$ cat config.mk
export PLATFORM = sky130hd
export DESIGN_NAME = perf_counter_snapshot_ctrl
export DESIGN_NICKNAME = d
export VERILOG_FILES = /design/src/rtl/perf_counter_snapshot_ctrl.sv
export SDC_FILE = /design/constraint.sdc
export NUM_CORES = 2
export LEC_CHECK = 0
export ABC_AREA = 1
export CAP_MARGIN = 0
export CORE_ASPECT_RATIO = 1.5
export CORE_MARGIN = 5
export CORE_UTILIZATION = 50
export DETAILED_ROUTE_END_ITERATION = 6
export PLACE_DENSITY = 0.65
export SKIP_LAST_GASP = 1
export SLEW_MARGIN = 20
export SYNTH_ARGS = -nofsm -noshare
export SYNTH_HDL_FRONTEND = slang
export SYNTH_SLANG_ARGS = --single-unit
export TNS_END_PERCENT = 30
$ cat constraint.sdc
create_clock -name clk -period 3.1 [get_ports clk]
set_input_delay 0.62 -clock clk [delete_from_list [all_inputs] [get_ports clk]]
set_output_delay 0.62 -clock clk [all_outputs]
set_load 0.02 [all_outputs]
$ cat src/rtl/perf_counter_snapshot_ctrl.sv
// Performance counter bank with snapshot-and-stream control.
// A live bank counts event pulses; on a trigger (software, periodic timer or
// near-saturation) the live bank is copied into a shadow bank and streamed
// out over AXI-Stream, one counter per beat, while live counting restarts.
//
// state     | meaning
// ----------+--------------------------------------------------------------
// ST_IDLE   | no snapshot in flight; a trigger captures and starts a stream
// ST_STREAM | shadow bank being streamed; triggers here are counted dropped
module perf_counter_snapshot_ctrl #(
    parameter int NUM_COUNTERS  = 115,
    parameter int COUNTER_WIDTH = 7,
    parameter int SEQ_WIDTH     = 8
) (
    input  logic                    clk,
    input  logic                    rst_n,
    input  logic                    en,
    input  logic [31:0]             period,
    input  logic                    force_snapshot,
    input  logic [NUM_COUNTERS-1:0] performance_events,
    output logic [31:0]             m_axis_tdata,
    output logic                    m_axis_tvalid,
    input  logic                    m_axis_tready,
    output logic                    m_axis_tlast,
    output logic                    busy,
    output logic [15:0]             dropped_count
);

    localparam int IDX_W = (NUM_COUNTERS > 1) ? $clog2(NUM_COUNTERS) : 1;
    localparam logic [COUNTER_WIDTH-1:0] CNT_MAX = '1;
    // Snapshot is taken one step before the ceiling so the value is never lost.
    localparam logic [COUNTER_WIDTH-1:0] CNT_HI  = CNT_MAX - COUNTER_WIDTH'(1);
    localparam logic [IDX_W-1:0]         IDX_LAST = IDX_W'(NUM_COUNTERS - 1);

    typedef enum logic {
        ST_IDLE   = 1'b0,
        ST_STREAM = 1'b1
    } state_t;

    state_t                   state_q;
    state_t                   state_d;
    logic [COUNTER_WIDTH-1:0] live_q   [NUM_COUNTERS];
    logic [COUNTER_WIDTH-1:0] shadow_q [NUM_COUNTERS];
    logic [31:0]              timer_q;
    logic [IDX_W-1:0]         idx_q;
    logic [SEQ_WIDTH-1:0]     seq_q;
    logic [15:0]              dropped_q;

    logic                     timer_hit;
    logic                     sat_any;
    logic                     sat_hit;
    logic                     trigger;
    logic                     capture;
    logic                     beat_fire;
    logic                     last_beat;
    logic                     stream_done;
    logic [COUNTER_WIDTH-1:0] shadow_rd;

    // Periodic trigger: fires whenever the timer has reached (or overshot,
    // after a period change) the last count of the interval.
    assign timer_hit = en && (period != 32'd0) && (timer_q >= (period - 32'd1));

    // Near-saturation detect across the live bank.
    always_comb begin
        sat_any = 1'b0;
        for (int i = 0; i < NUM_COUNTERS; i++) begin
            if (live_q[i] >= CNT_HI) begin
                sat_any = 1'b1;
            end
        end
    end

    assign sat_hit     = en && sat_any;
    assign trigger     = force_snapshot || timer_hit || sat_hit;
    assign capture     = (state_q == ST_IDLE) && trigger;
    assign last_beat   = (idx_q == IDX_LAST);
    assign beat_fire   = m_axis_tvalid && m_axis_tready;
    assign stream_done = beat_fire && last_beat;

    // FSM state register.
    always_ff @(posedge clk or negedge rst_n) begin
        if (!rst_n) begin
            state_q <= ST_IDLE;
        end else begin
            state_q <= state_d;
        end
    end

    // FSM next-state logic.
    always_comb begin
        state_d = state_q;
        case (state_q)
            ST_IDLE: begin
                if (trigger) begin
                    state_d = ST_STREAM;
                end
            end
            ST_STREAM: begin
                if (stream_done) begin
                    state_d = ST_IDLE;
                end
            end
            default: state_d = ST_IDLE;
        endcase
    end

    // FSM outputs.
    always_comb begin
        m_axis_tvalid = 1'b0;
        busy          = 1'b0;
        if (state_q == ST_STREAM) begin
            m_axis_tvalid = 1'b1;
            busy          = 1'b1;
        end
    end

    // Live bank: restart from this cycle's events on capture, else saturating count.
    always_ff @(posedge clk or negedge rst_n) begin
        if (!rst_n) begin
            for (int i = 0; i < NUM_COUNTERS; i++) begin
                live_q[i] <= '0;
            end
        end else begin
            for (int i = 0; i < NUM_COUNTERS; i++) begin
                if (capture) begin
                    live_q[i] <= (en && performance_events[i]) ? COUNTER_WIDTH'(1) : '0;
                end else if (en && performance_events[i] && (live_q[i] != CNT_MAX)) begin
                    live_q[i] <= live_q[i] + COUNTER_WIDTH'(1);
                end
            end
        end
    end

    // Shadow bank: frozen copy of the live bank taken at capture.
    always_ff @(posedge clk or negedge rst_n) begin
        if (!rst_n) begin
            for (int i = 0; i < NUM_COUNTERS; i++) begin
                shadow_q[i] <= '0;
            end
        end else if (capture) begin
            for (int i = 0; i < NUM_COUNTERS; i++) begin
                shadow_q[i] <= live_q[i];
            end
        end
    end

    // Interval timer: wraps on its own trigger, restarts on every capture.
    always_ff @(posedge clk or negedge rst_n) begin
        if (!rst_n) begin
            timer_q <= 32'd0;
        end else if (capture) begin
            timer_q <= 32'd0;
        end else if (en && (period != 32'd0)) begin
            if (timer_hit) begin
                timer_q <= 32'd0;
            end else begin
                timer_q <= timer_q + 32'd1;
            end
        end
    end

    // Beat index: starts at 0 on capture, advances on each accepted beat.
    always_ff @(posedge clk or negedge rst_n) begin
        if (!rst_n) begin
            idx_q <= '0;
        end else if (capture) begin
            idx_q <= '0;
        end else if (beat_fire) begin
            idx_q <= last_beat ? '0 : idx_q + IDX_W'(1);
        end
    end

    // Sequence number: advances once per completed snapshot.
    always_ff @(posedge clk or negedge rst_n) begin
        if (!rst_n) begin
            seq_q <= '0;
        end else if (stream_done) begin
            seq_q <= seq_q + SEQ_WIDTH'(1);
        end
    end

    // Dropped counter: triggers seen while a stream is in flight, saturating.
    always_ff @(posedge clk or negedge rst_n) begin
        if (!rst_n) begin
            dropped_q <= 16'd0;
        end else if ((state_q == ST_STREAM) && trigger && (dropped_q != 16'hFFFF)) begin
            dropped_q <= dropped_q + 16'd1;
        end
    end

    // Shadow read mux for the current beat.
    always_comb begin
        shadow_rd = '0;
        if (idx_q <= IDX_LAST) begin
            shadow_rd = shadow_q[idx_q];
        end
    end

    // Payload is forced to zero outside a stream so reset and idle read clean.
    assign m_axis_tdata  = m_axis_tvalid ? {8'(seq_q), 8'(idx_q), 16'(shadow_rd)} : 32'd0;
    assign m_axis_tlast  = m_axis_tvalid && last_beat;
    assign dropped_count = dropped_q;

endmodule

# Word-level counts from Yosys, hierarchy flattened
# Index checks and enable logic that the tools add are counted.
# W data, S select, Z words.
# word_totals
output_inout_bits	51
word_cells	1426
reg_bits	1674
# op_classes
add_sub_neg	120
eq_ne	117
magnitude_cmp	118
n_reduce_logical	359
bitwise	2
muxes	475
# op_table
cell	n
$mux W7	236
$add A7 B1 Y7 const B	116
$ge A7 B7 Y1 const B	115
$ne A7 B7 Y1 const B	115
$logic_and A1 B1 Y1	239
$reduce_bool A2 Y1	117
$mux W1	233
$mux W32	4
$bmux W7 S7	1
$add A32 B1 Y32 const B	1
$ge A32 B32 Y1	1
$reduce_bool A32 Y1	1
$sub A32 B1 Y32 const B	1
$add A16 B1 Y16 const B	1
$ne A16 B16 Y1 const B	1
$add A8 B1 Y8 const B	1
$ge A8 B8 Y1 const B	1
$not A7 Y8	1
$eq A7 B7 Y1 const B	1
$le A7 B7 Y1 const B	1
$logic_or A1 B1 Y1	2
$pmux W1 S2	1
$not A1 Y1	1

# Longest topological paths before layout
# depth
ltp_word	120
ltp_mapped	30
ltp_nobuf	27

# Least setup slack after synthesis
# OpenSTA, ideal clock, no wires.
# synth_timing
path_type	input -> register
start	in period[3]
end	reg shadow_q[252] (netlist name)
path_buffers	3
t_required_ps	2973
setup_slack_ps	-1194
arrival_ps	4167
setup_time_ps	127
cell_stages	28
path_cell_list	or2_0 -> nor2_1 -> nand2_1 -> nor2_1 -> nand3_1 -> nor2_2 -> nand2_1 -> nor2_1 -> nand2_1 -> nor2_1 -> nand2_1 -> nor2_1 -> xnor2_1 -> ha_1 -> nand2_1 -> nor2_1 -> nand2_1 -> nor3_1 -> nand4_1 -> nand3_1 -> a21oi_2 -> nand2_2 -> nand2_2 -> buf_4 -> buf_4 -> buf_2 -> nand2_1 -> o21ai_0
# synth_via
elab_chain_len	6
word_cells_on_any_way	8
classes_between	add/sub: 1; order compare: 1; reduce/logical: 6
# synth_lines
item	line_no	rtl
from (decl)	18	input logic [31:0] period,
$sub A32 B1 Y32 or $reduce_bool A32 Y1 (tied branches)	61	assign timer_hit = en && (period != 32'd0) && (timer_q >= (period - 32'd1));
$ge A32 B32 Y1 or $logic_and A1 B1 Y1 (tied branches)	61	
$logic_and A1 B1 Y1 (*)	61	
$logic_or A1 B1 Y1 (*) (2 in series)	74	assign trigger = force_snapshot || timer_hit || sat_hit;
$logic_and A1 B1 Y1 (*)	75	assign capture = (state_q == ST_IDLE) && trigger;
to (signal, indexed assignment)	142	shadow_q[i] <= live_q[i];
to (decl)	43	logic [COUNTER_WIDTH-1:0] shadow_q [NUM_COUNTERS];
# Mark *: on every way between the ends. The rest lies on a longest branch, timed or not.
# A chain may end at the register's enable or synchronous reset.

# Worst setup path in the final report
# layout_timing
start	reg idx_q[0]
end	out m_axis_tdata[5]
# layout_via
elab_chain_len	6
word_cells_on_any_way	7
classes_between	order compare: 1; mux: 5; bitwise: 1
# layout_lines
item	line_no	rtl
from (decl)	45	logic [IDX_W-1:0] idx_q;
from (signal assigned)	169	idx_q <= last_beat ? '0 : idx_q + IDX_W'(1);
$not A7 Y8 (not written as such)	195	shadow_rd = shadow_q[idx_q];
$bmux W7 S7	195	
$mux W7 (not written as such) (2 in series)	195	
$mux W7 (*)	194	if (idx_q <= IDX_LAST) begin
$mux W32 (*)	200	assign m_axis_tdata = m_axis_tvalid ? {8'(seq_q), 8'(idx_q), 16'(shadow_rd)} : 32'd0;
to (decl)	21	output logic [31:0] m_axis_tdata,
# Mark *: on every way between the ends. The rest lies on a longest branch, timed or not. The select of a mux whose other input is x is not followed.

==> flow_summary.json <==
{
  "synth-seq-cells": 1674,
  "start_kind": "register",
  "grt_pass1_vias": 77638,
  "dr.pass1.iters": 6,
  "finalNetCount": 12308,
  "gp_congestion": 0.952,
  "rsz0062_at_grt": "true",
  "drtAntennaViolNets": 0,
  "critPathCaptureType": "output port",
  "grt_pass1_wl_mm": 429,
  "max_cap_violations": 0,
  "arrival_ns": 3.66,
  "path_buf_inv": 6,
  "setup_slack_ns": -1.18,
  "status": "finished, violations left",
  "synthCells": 10767,
  "synth.avg_cell_area_um2": 7.96,
  "period_share": 1.38,
  "use_met3": 0.0478,
  "antenna_found_initial": 4,
  "post-route-util": 0.641,
  "cp.required_ns": 2.48,
  "cts_buffers": 167,
  "async_reset_ff_frac": 1.00,
  "finalCriticalPeriod_ns": 4.28,
  "die_area_mm2": 0.180,
  "die_x_um": 348,
  "grt_max_degree": 106,
  "finalInstanceArea_mm2": 0.110,
  "grt_use_met1": 0.364,
  "syn-cell-area_mm2": 0.0857,
  "synth_top_area_frac": 0.489,
  "maxSlewHeadroom": 0.422,
  "dp_hpwl_mm": 191,
  "clk-insertion-delay-late_ns": 0.83,
  "dp.cells": 13769,
  "netlist_top_cells_count": "3212 x nand2_1, 1674 x dfrtp_1, 1430 x nor2_1",
  "yosysMostFrequentCell": "nand2_1",
  "yosys_warnings": 0,
  "r2r_slack_ns": -0.50,
  "path_clk_slew_ns": 0.07,
  "viasPerCell": 5.45,
  "synth-edff-count": 0,
  "io_buffer_count": 192,
  "htree_num_levels": 4,
  "vias": 77756,
  "grt.overflow.total": 0,
  "p_leak_nw": 54.8,
  "io_pins": 203,
  "cp_max_fo": 8,
  "setup_viol": 1677,
  "drc": 0,
  "drt_iter0_markers": 5978,
  "cts_tree": "yes",
  "crit_top_cell": "buf_12",
  "failed_checks": "setup timing",
  "ys.flop_type": "dfrtp_1",
  "cts_root_buffer": "clkbuf_16",
  "hold_path.class": "in -> reg",
  "synth_cell_types": 50,
  "powerDensity_mw_per_mm2": 713,
  "whs_ns": 0.374,
  "ys_top_cells_by_area": "dfrtp_1 49%, nand2_1 14%, nor2_1 6.3%",
  "crit_chain": "nor2_4 > buf_12 > buf_12 > buf_16 > buf_12 > nand2_2 > o211ai_1 > nand2_1 > o211ai_1 > nand2_1 > nand4_1 > nand3_2 > a21oi_2 > buf_4 > buf_6",
  "wl_mm": 279,
  "worst_slew_pin_slew_ns": 0.866,
  "yosysSeqAreaShare": 0.489,
  "syn2layout_area_growth_pct": 27.8,
  "wl_per_cell_um": 19.6,
  "power_w": 0.0780,
  "drv_slew": 0,
  "core_area_mm2": 0.171,
  "cts_buffer_depth": 3,
  "layout-drive-gt1-share": 0.163,
  "synth_top_cell_by_area": "dfrtp_1",
  "cpPeakStageDelay_ns": 0.58,
  "crit_family": "buffers and inverters",
  "fin_cells": 14270,
  "peakVddDrop_v": 0.000683,
  "die_y_um": 517,
  "track_usage": 0.300,
  "start_util": 0.502,
  "grt_util_met2": 0.511,
  "hold_viol": 0,
  "grt.busiest_layer": "met2",
  "row_count": 186,
  "place_area_mm2": 0.0973,
  "slowest_stage": "dfrtp_4",
  "clock.fmax_ghz": 0.234,
  "fin_skew_ns": 0.0305,
  "worst-setup-path-type": "reg -> out",
  "numClockSinks": 1674
}
## what timing repair did
| item | 4_1_cts | 5_1_grt |
|---|---|---|
| setup buffers | 80 | 39 |
| resized for setup | 469 | 384 |
| setup endpoints to repair | 1678 | 1678 |
| gates cloned | 60 | 42 |
| hold buffers | 1 | 0 |
| pin swaps | 112 | 77 |
| hold endpoints to repair | 34 | 0 |
## sequential cells by signal (all words and copies together), names as in the netlist
name and cells:
state_q 1, shadow_q 805, seq_q 8, timer_q 32
idx_q 7, live_q 805, dropped_count 16
## where the power goes
part / internal [W] / switching, W / total (W)
sequential: 0.0259 / 0.00352 / 0.0294
combinational: 0.0114 / 0.0159 / 0.0273
clock: 0.0125 / 0.00888 / 0.0214
total: 0.0498 / 0.0283 / 0.0780
## area by class of cell
cell class              count  area [um^2]
clock inverters            50          709
repair buffers           1413        15600
well taps                2256         2820
diodes                      3         7.51
fillers                 14340        61300
multi-input cells        7758        40200
flip-flops and latches   1674        41900
repair inverters            1         20.0
inverters                 872         3330
clock buffers             243         4970
## per-stage QoR
step | setup slack, ns | setup TNS [ns]
6_report | -1.18 | -1094.09
5_1_grt | -1.22 | -1397.56
4_1_cts | -1.04 | -795.17
3_5_place_dp | -1.96 | -2806.55
3_3_place_gp | -1.90 | -2678.97
2_1_floorplan | -0.957 | -1536.85
## final timing paths
check	from	cells past startpoint	endpoint
max	idx_q[0]	15	m_axis_tdata[5]
min	en	5	live_q[777]
max reg2reg	live_q[259]	22	shadow_q[338]
min reg2reg	shadow_q[652]	2	shadow_q[652]
max in group asynchronous	rst_n	3	live_q[455]
min in group asynchronous	rst_n	2	live_q[111]
## worst min-delay path, stage by stage
cell,delay (ns)
buf_6,0.19
nand2_1,0.13
inv_1,0.07
nand2_1,0.07
nand2_1,0.04
## per-layer routing
| metal | wire (um) | share of wire |
|---|---|---|
| met1 | 108000 | 0.39 |
| met2 | 135000 | 0.48 |
| met3 | 16800 | 0.060 |
| met4 | 19500 | 0.070 |
| met5 | 9 | 0.000032 |
## kinds of logic (layout without fill, tap and decap cells)
group	count (synthesis)	count (layout)	synth area share
AO/OA/AOI/OAI	1411	1411	0.0914
XOR/XNOR	529	529	0.0541
AND/OR/NAND/NOR	5535	5536	0.260
adder cells (fa/ha/maj)	269	269	0.0393
other	1	13	0.0000438
multiplexers	3	3	0.000351
flip-flops	1674	1674	0.489
buffers and inverters	1345	2579	0.0658
## placed cells by master (no fill, tap or decap), types with 54 or more instances in the layout
| cell type | Yosys | final |
|---|---|---|
| nand2_4 | 0 | 54 |
| nand3_1 | 457 | 404 |
| nor2_1 | 1430 | 1362 |
| o211ai_1 | 66 | 66 |
| buf_12 | 0 | 130 |
| dfrtp_1 | 1674 | 1670 |
| buf_16 | 0 | 65 |
| xor2_1 | 467 | 467 |
| nand4_1 | 218 | 218 |
| clkbuf_16 | 0 | 211 |
| inv_1 | 858 | 854 |
| a22oi_1 | 117 | 99 |
| clkdlybuf4s50_1 | 0 | 168 |
| o21ai_0 | 877 | 699 |
| o21ai_1 | 1 | 160 |
| nor3_1 | 137 | 132 |
| xnor2_1 | 62 | 62 |
| a21oi_1 | 241 | 213 |
| ha_1 | 269 | 268 |
| nand2_1 | 3212 | 3035 |
| nand2_2 | 3 | 123 |
| buf_4 | 81 | 898 |
Note: power is estimated with default switching activity, not from simulation.
